$ cat src/rtl/sdram_arb_pkg.sv
// Shared types and defaults for the SDRAM port arbiter.
// Latency: n/a (declarations only).
// Backpressure: n/a.
package sdram_arb_pkg;

   typedef enum logic [1:0] {
      IDLE  = 2'd0,
      ISSUE = 2'd1,
      WAIT  = 2'd2,
      DONE  = 2'd3
   } state_t;

   localparam int NREQ_DEF = 3;
   localparam int AW_DEF   = 25;
   localparam int GW       = $clog2(NREQ_DEF);

endpackage

$ cat src/rtl/sdram_arb_pick.sv
// Requester selection: round-robin from last_grant+1, or fixed lowest-index when
// SDRAM_ARB_FIXED_PRIO_EN is defined. Latency: purely combinational.
// Backpressure: none; the caller decides when the result is consumed.
module sdram_arb_pick
   import sdram_arb_pkg::*;
#(
   parameter int NREQ = NREQ_DEF,
   parameter int IW   = $clog2(NREQ)
) (
   input  logic [NREQ-1:0] valid,
   input  logic [IW-1:0]   last_grant,
   output logic            any,
   output logic [IW-1:0]   idx
);

`ifdef SDRAM_ARB_FIXED_PRIO_EN
   logic unused_last_grant;
   assign unused_last_grant = ^last_grant;

   // Lowest asserted index wins; scan downward so the smallest index is written last.
   always_comb begin
      any = |valid;
      idx = '0;
      for (int i = NREQ - 1; i >= 0; i--) begin
         if (valid[i]) idx = IW'(i);
      end
   end
`else
   logic [IW-1:0] cand;

   // Search last_grant+1, +2, ... mod NREQ; scan from the farthest distance so the
   // nearest asserted candidate is written last and wins.
   always_comb begin
      any  = |valid;
      idx  = '0;
      cand = '0;
      for (int k = NREQ; k >= 1; k--) begin
         cand = IW'((int'(last_grant) + k) % NREQ);
         if (valid[cand]) idx = cand;
      end
   end
`endif

endmodule

$ cat src/rtl/sdram_arb.sv
// Shares one SDRAM rd/we port among NREQ requesters, one transaction outstanding
// (SDRAM_ARB_FIXED_PRIO_EN selects fixed priority instead of round-robin).
// Latency: ack 3 cycles min after req seen in IDLE; 4-cycle min spacing. Backpressure: req held until ack; waits on rdy forever.
module sdram_arb
   import sdram_arb_pkg::*;
#(
   parameter int NREQ = NREQ_DEF,
   parameter int AW   = AW_DEF,
   localparam int IW  = $clog2(NREQ)
) (
   input  logic                 clk_cpu,
   input  logic                 reset,
   input  logic [NREQ-1:0]      req_valid,
   input  logic [NREQ-1:0]      req_we,
   input  logic [NREQ*AW-1:0]   req_addr,
   input  logic [NREQ*32-1:0]   req_wdata,
   input  logic [NREQ*4-1:0]    req_be,
   output logic [NREQ-1:0]      req_ack,
   output logic [31:0]          rdata,
   output logic [IW-1:0]        grant_idx,
   output logic                 busy,
   output logic [AW-1:0]        mem_addr,
   output logic [31:0]          mem_din,
   output logic [3:0]           mem_be,
   output logic                 mem_rd,
   output logic                 mem_we,
   input  logic                 mem_rd_rdy,
   input  logic                 mem_we_rdy,
   input  logic [31:0]          mem_dout
);

   state_t        state;
   state_t        state_nxt;
   logic [IW-1:0] last_grant;
   logic          we_lat;
   logic          pick_any;
   logic [IW-1:0] pick_idx;

   sdram_arb_pick #(
      .NREQ (NREQ),
      .IW   (IW)
   ) u_pick (
      .valid      (req_valid),
      .last_grant (last_grant),
      .any        (pick_any),
      .idx        (pick_idx)
   );

   // State register; reset abandons any transaction in flight.
   always_ff @(posedge clk_cpu) begin
      if (reset) state <= IDLE;
      else       state <= state_nxt;
   end

   // Next state plus strobes/ack decoded from the registered state.
   always_comb begin
      state_nxt = state;
      busy      = (state != IDLE);
      mem_rd    = 1'b0;
      mem_we    = 1'b0;
      req_ack   = '0;
      case (state)
         IDLE:  if (pick_any) state_nxt = ISSUE;
         ISSUE: begin
            mem_rd    = ~we_lat;
            mem_we    = we_lat;
            state_nxt = WAIT;
         end
         WAIT:  if (we_lat ? mem_we_rdy : mem_rd_rdy) state_nxt = DONE;
         DONE: begin
            req_ack[grant_idx] = 1'b1;
            state_nxt          = IDLE;
         end
         default: state_nxt = IDLE;
      endcase
   end

   // Payload latch on grant, read-data capture, and round-robin pointer update.
   always_ff @(posedge clk_cpu) begin
      if (reset) begin
         grant_idx  <= '0;
         last_grant <= IW'(NREQ - 1);
         mem_addr   <= '0;
         mem_din    <= '0;
         mem_be     <= '0;
         we_lat     <= 1'b0;
         rdata      <= '0;
      end else begin
         if (state == IDLE && pick_any) begin
            grant_idx <= pick_idx;
            we_lat    <= req_we[pick_idx];
            mem_addr  <= req_addr[int'(pick_idx)*AW +: AW];
            mem_din   <= req_wdata[int'(pick_idx)*32 +: 32];
            mem_be    <= req_be[int'(pick_idx)*4 +: 4];
         end
         if (state == WAIT && !we_lat && mem_rd_rdy) rdata <= mem_dout;
         if (state == DONE) last_grant <= grant_idx;
      end
   end

endmodule

$ cat config.mk
export PLATFORM = sky130hd
export DESIGN_NAME = sdram_arb
export DESIGN_NICKNAME = d
export VERILOG_FILES = /design/src/rtl/sdram_arb_pkg.sv /design/src/rtl/sdram_arb_pick.sv /design/src/rtl/sdram_arb.sv
export SDC_FILE = /design/constraint.sdc
export NUM_CORES = 1
export LEC_CHECK = 0
export BUFFER_PORTS_ARGS = -buffer_cell sky130_fd_sc_hd__buf_4
export CORE_AREA = 4 4 123 125
export CTS_CLUSTER_DIAMETER = 120
export DETAILED_ROUTE_END_ITERATION = 8
export DIE_AREA = 0 0 127 129
export GPL_TIMING_DRIVEN = 0
export PLACE_DENSITY = 0.83
export SLEW_MARGIN = 20
export SYNTH_ARGS = -nofsm -noshare
export SYNTH_HDL_FRONTEND = slang
export SYNTH_SLANG_ARGS = --single-unit
$ cat constraint.sdc
create_clock -name clk_cpu -period 2.55 [get_ports clk_cpu]
set_clock_uncertainty 0.15 [all_clocks]
set_input_delay 0.51 -clock clk_cpu [delete_from_list [all_inputs] [get_ports clk_cpu]]
set_output_delay 0.51 -clock clk_cpu [all_outputs]
set_load 0.02 [all_outputs]
Word level (Yosys, flattened, before mapping)
Cells that the tools add are included.
{ "word_totals": {"reg_bits": 100, "output_inout_bits": 101} }
{ "op_classes": {"add_sub_neg": 3, "multipliers": 1, "div_mod_pow": 3, "order_cmp": 6, "eq_ne": 5, "n_shift": 3, "n_mux": 20, "n_bitwise": 1, "n_reduce_logical": 9} }
{ "ops": {"columns": ["cell", "n"], "rows": [
  ["$mod A32 B3 Y32 const B", 3],
  ["$shiftx A96 B8 Y32", 1],
  ["$shiftx A75 B8 Y25", 1],
  ["$lt A2 B3 Y1 const B", 5],
  ["$shiftx A12 B5 Y4", 1],
  ["$mux W2", 5],
  ["$bmux W1 S2", 4],
  ["$mux W1", 8],
  ["$pmux W2 S4", 1],
  ["$mul A2 B5 Y7 const B", 1],
  ["$add A2 B2 Y3 const B", 2],
  ["$eq A2 B2 Y1 const B", 2],
  ["$logic_and A1 B1 Y1", 4],
  ["$ne A2 B2 Y1 const B", 2],
  ["$add A2 B1 Y3 const B", 1],
  ["$mux W3", 1],
  ["$reduce_or A3 Y1", 1],
  ["$demux W1 S2", 1],
  ["$eq A2 B1 Y1 const B", 1],
  ["$ge A2 B1 Y1 const B", 1],
  ["$logic_not A2 Y1", 1],
  ["$reduce_and A2 Y1", 1],
  ["$reduce_bool A2 Y1", 1],
  ["$logic_not A1 Y1", 1],
  ["$not A1 Y1", 1]
]} }

Depth between registers and ports, before layout
{ "logic_depth": {"ltp_word": 9, "ltp_mapped": 10} }

Modules after synthesis
A second synthesis with hierarchy kept.
{ "hier_totals": {"cells_unflattened": 555, "hier_area_um2": 4947.2} }
{ "by_module_without_submodules": {"columns": ["mod", "instances", "cells_per_inst", "area_each_um2"], "rows": [
  ["sdram_arb", 1, 535, 4797.1],
  ["sdram_arb_pick", 1, 20, 150.1]
]} }

Worst setup path before layout
Ideal clock, no wire load.
{ "synth_path": {"path_kind": "register to register", "start": "register last_grant[0]", "end": "register mem_addr[21]", "arrival_time_ns": 1.973, "t_required_ns": 2.262, "path_slack_ns": 0.289, "path_stages_with_launch": 10, "n_path_buf": 3, "synth_period_minus_slack_ns": 2.261, "cell_sequence": "dfxtp_1 > inv_1 > ha_1 > buf_4 > a221o_1 > and3_1 > buf_6 > clkbuf_1 > a31oi_1 > o221ai_1"} }
{ "synth_between": {"elab_chain_len": 9, "elab_cells_between_ends": 17, "classes_between": "add/sub (3); mul (1); div (3); shift (1); mux (9)"} }
{ "synth_rtl": {"columns": ["element", "line", "rtl"], "rows": [
  ["from (decl)", "sdram_arb.sv:34", "logic [IW-1:0] last_grant;"],
  ["from (signal assigned)", "sdram_arb.sv:82", "last_grant <= IW'(NREQ - 1);"],
  ["from (signal assigned)", "sdram_arb.sv:97", "if (state == DONE) last_grant <= grant_idx;"],
  ["$add A2 B2 Y3", "sdram_arb_pick.sv:38", "cand = IW'((int'(last_grant) + k) % NREQ);"],
  ["$mod A32 B3 Y32", "sdram_arb_pick.sv:38", null],
  ["$bmux W1 S2", "sdram_arb_pick.sv:39", "if (valid[cand]) idx = cand;"],
  ["$mux W1 (not written as such)", "sdram_arb_pick.sv:39", null],
  ["$mux W2 (2 in series)", "sdram_arb_pick.sv:39", null],
  ["$mux W2 (*)", "sdram_arb_pick.sv:39", null],
  ["$mul A2 B5 Y7 (*)", "sdram_arb.sv:92", "mem_addr <= req_addr[int'(pick_idx)*AW +: AW];"],
  ["$shiftx A75 B8 Y25 (*)", "sdram_arb.sv:92", null],
  ["to (signal assigned)", "sdram_arb.sv:92", null],
  ["to (decl)", "sdram_arb.sv:22", "output logic [AW-1:0] mem_addr,"]
]} }
Every way passes the cells marked *; elsewhere a longest branch is shown, timed or not. The select of a mux whose other input is x is not followed.
A chain may end at the register's enable or synchronous reset.

Final worst setup path
{ "layout_path": {"start": "register last_grant[0]", "end": "register mem_addr[18]"} }
The elaborated chain is that of the path after synthesis.

==> run_results.csv <==
group,metric,value,unit
outcome,status,"complete, no violations",
timing,maxSlewHeadroom,0.5834,
clock_tree,h-tree-depth,3,
hold_path,hold_path_depth,3,
setup_path,rr_startpoint,"last_grant[0]",
floorplan,die_x,127,um
setup_path,critPathLaunchType,"flip-flop",
hold_path,min_delay_worst_endpoint,"rdata[5]",
timing,tightest_slew,625.0,ps
cells_and_area,final_common_cell,"buf_4",
synthesis,synth_simple_gate_area_frac,0.2137,
detailed_routing,firstDrtPassIters,5,
timing,period_needed,2458,ps
cells_and_area,insertedDiodeCount,0,
timing,setup_viol,0,
cells_and_area,n_fill_cell,1295,
detailed_routing,viasPerCell,5.545,
clock_tree,clock_latency,340,ps
cells_and_area,drive_gt1_frac,0.3868,
synthesis,synth_compound_area_frac,0.3123,
setup_path,critical_path_class,"flip-flop to flip-flop",
detailed_routing,antenna_violating_nets_post_route,0,
synthesis,synth_fa_ha_area_frac,0.01851,
synthesis,async_reset_ff_frac,0,
detailed_routing,wire_per_inst,19.00,um
synthesis,ys_ff_latch,100,
synthesis,synth-xor-area-share,0,
grt,grt_overflow_total,0,
grt,grt_pass1_wl,34.24,mm
grt,grt_usage,0.2636,
placed_design,dp_slack,-151.3,ps
timing,max_freq,406.8,MHz
placed_design,dpl.hpwl,17.79,mm
timing,finalCritPeriodShare,0.9639,
timing,finalHoldViolCount,0,
grt,grt_max_degree,16,
synthesis,synth_edf_count,0,
synthesis,synthFlopType,"dfxtp_1",
floorplan,die_y,129,um
floorplan,fp.coreArea,13880,um^2
synthesis,ys_types,44,
synthesis,synthCells,687,
synthesis,synth_area,5409,um^2
cells_and_area,most-common-layout-cells,"330 x buf_4, 99 x dfxtp_1, 68 x nor2_1",
cells_and_area,layout.nets,1258,
setup_path,r2r_slack,90,ps
detailed_routing,drc,0,
setup_path,startpoint,"last_grant[0]",
synthesis,avgSynthCellArea,7.873,um^2
clock_tree,root_buffer,"clkbuf_16",
clock_tree,clock-sinks,100,
floorplan,floorplan.initialDensity,0.3897,
cells_and_area,design_area,8457,um^2
synthesis,ys_seq_area_frac,0.3701,
placed_design,portBuffers,324,
grt,antenna_found_initial,0,
setup_path,critPathMaxFanout,10,
cells_and_area,syn_to_final_growth,56.35,%
power,peakVddDrop,467.3,uV
clock_tree,cts_made_buffers,9,
hold_path,min_path_type,"primary input to flip-flop",
hold_path,hp-start,"mem_dout[5]",
detailed_routing,num_vias,6704,
placed_design,gp_congestion,0.9227,
setup_path,end_kind,"flip-flop",
floorplan,io_pins,326,
synthesis,synth_mux_area_frac,0.007402,
clock_tree,clock_path_buffers,2,
cells_and_area,register_area,2003,um^2
timing,finalWorstSetupSlack,92.03,ps
clock_tree,hold_buffers,0,
clock_tree,cts_tree,"done",
setup_path,r2r_end,"mem_addr[18]",
timing,hold_ws,257.7,ps
power,p_per_area,1002,nW/um^2
synthesis,yosysWarningCount,0,
cells_and_area,multi_input_area,3014,um^2
detailed_routing,drt-initial-drc-count,487,
setup_path,critPathArrivalTime,2520,ps
timing,maxSlewViolCount,0,
detailed_routing,drt_wl_total,22.98,mm
grt,grt_pass1_vias,6374,
power,p_leak,3.826,nW
flow_run,maxCapViolations,0,
floorplan,num_rows,43,
synthesis,syn_nets,920,
synthesis,synth_top_family_by_area,"compound AO/OA/AOI/OAI gates",
setup_path,ff2ff_path_depth,9,
clock_tree,cts.clk_slew.worst_paths,70,ps
placed_design,placed_cell_area,8066,um^2
setup_path,critPathRequiredTime,2610,ps
floorplan,dieArea,16380,um^2
==> metrics by stage <==
step                      total power [W]  std cells    util  setup TNS [ps]
after floorplan                  0.005112        687       -               0
after detailed placement         0.006990       1191  0.5811           -7143
after global routing             0.008972       1209  0.6092          -16.87
final                            0.008477       1209  0.6092               0
after CTS                        0.008440       1208  0.6055               0
after global placement           0.006926       1191  0.5811           -5972
==> how the worst max path moves through the flow <==
stage	end	slack, ps	cells after the start
after floorplan	mem_addr[21]	290	9
after global placement	mem_addr[15]	-140	9
after detailed placement	mem_addr[5]	-150	9
final	mem_addr[18]	90	9
after global routing	mem_addr[24]	-10	10
after CTS	mem_addr[15]	10	9
==> synthesized netlist by cell type, drive strengths merged (6+ instances only) <==
cell	count	area, um^2
ha	8	100.1
clkbuf	53	201.4
and2	32	200.2
nor2	69	261.5
buf	25	186.4
o2111ai	31	271.5
inv	9	33.78
a211o	31	271.5
nand3	62	310.3
a31oi	63	394.1
dfxtp	100	2002
nand2	68	255.2
a21oi	35	178.9
nor2b	6	40.04
o221ai	31	271.5
o21ai	35	178.9
==> kinds of logic (layout without fill, tap and decap cells) <==
| logic type | Yosys count | count (layout) |
|---|---|---|
| AO/OA/AOI/OAI | 239 | 239 |
| multiplexers | 4 | 4 |
| adder cells (fa/ha/maj) | 8 | 8 |
| flip-flops | 100 | 100 |
| AND/OR/NAND/NOR | 249 | 249 |
| buffers and inverters | 87 | 429 |
==> critical path, stage by stage, from the launching register on <==
cell	delay [ps]
dfxtp_2	350
inv_1	60
ha_1	320
buf_6	160
a221o_1	360
and3_1	210
buf_6	150
buf_2	200
a31oi_1	220
o221ai_1	140
==> layout make-up <==
cell class | count | area share
tap | 180 | 0.02663
buffer | 78 | 0.04986
multi-input combinational | 500 | 0.3564
clock buffer | 10 | 0.02826
inverter | 9 | 0.003995
sequential | 100 | 0.2369
timing repair buffer | 327 | 0.2918
clock inverter | 5 | 0.006214
==> registers in the layout, summed over array words and instances, names as in the netlist <==
register    flops
mem_be          4
rdata          32
we_lat          1
grant_idx       2
mem_addr       25
state           2
last_grant      2
mem_din        32
==> metal layers <==
metal / global-route usage / vias to the layer above / part of all wire
met5: 0 / - / 0
met4: 0.1098 / 0 / 0.036
met3: 0.05770 / 56 / 0.082
met2: 0.4471 / 336 / 0.48
met1: 0.3248 / 3089 / 0.40
li1: - / 3223 / -
==> what timing repair did <==
action                                  CTS  global route
hold endpoints to repair                  0             0
buffers inserted                          2             1
resized for setup                        13            24
pin swaps                                 0             3
endpoints found under the setup margin   63            61
==> where the power goes <==
group | switching (W) | leakage, nW | internal (W)
combinational | 0.00284 | 2.86 | 0.00190
clock | 0.000617 | 0.144 | 0.000778
sequential | 0.000279 | 0.822 | 0.00207
total | 0.00373 | 3.83 | 0.00474
(Power assumes the default switching activity.)
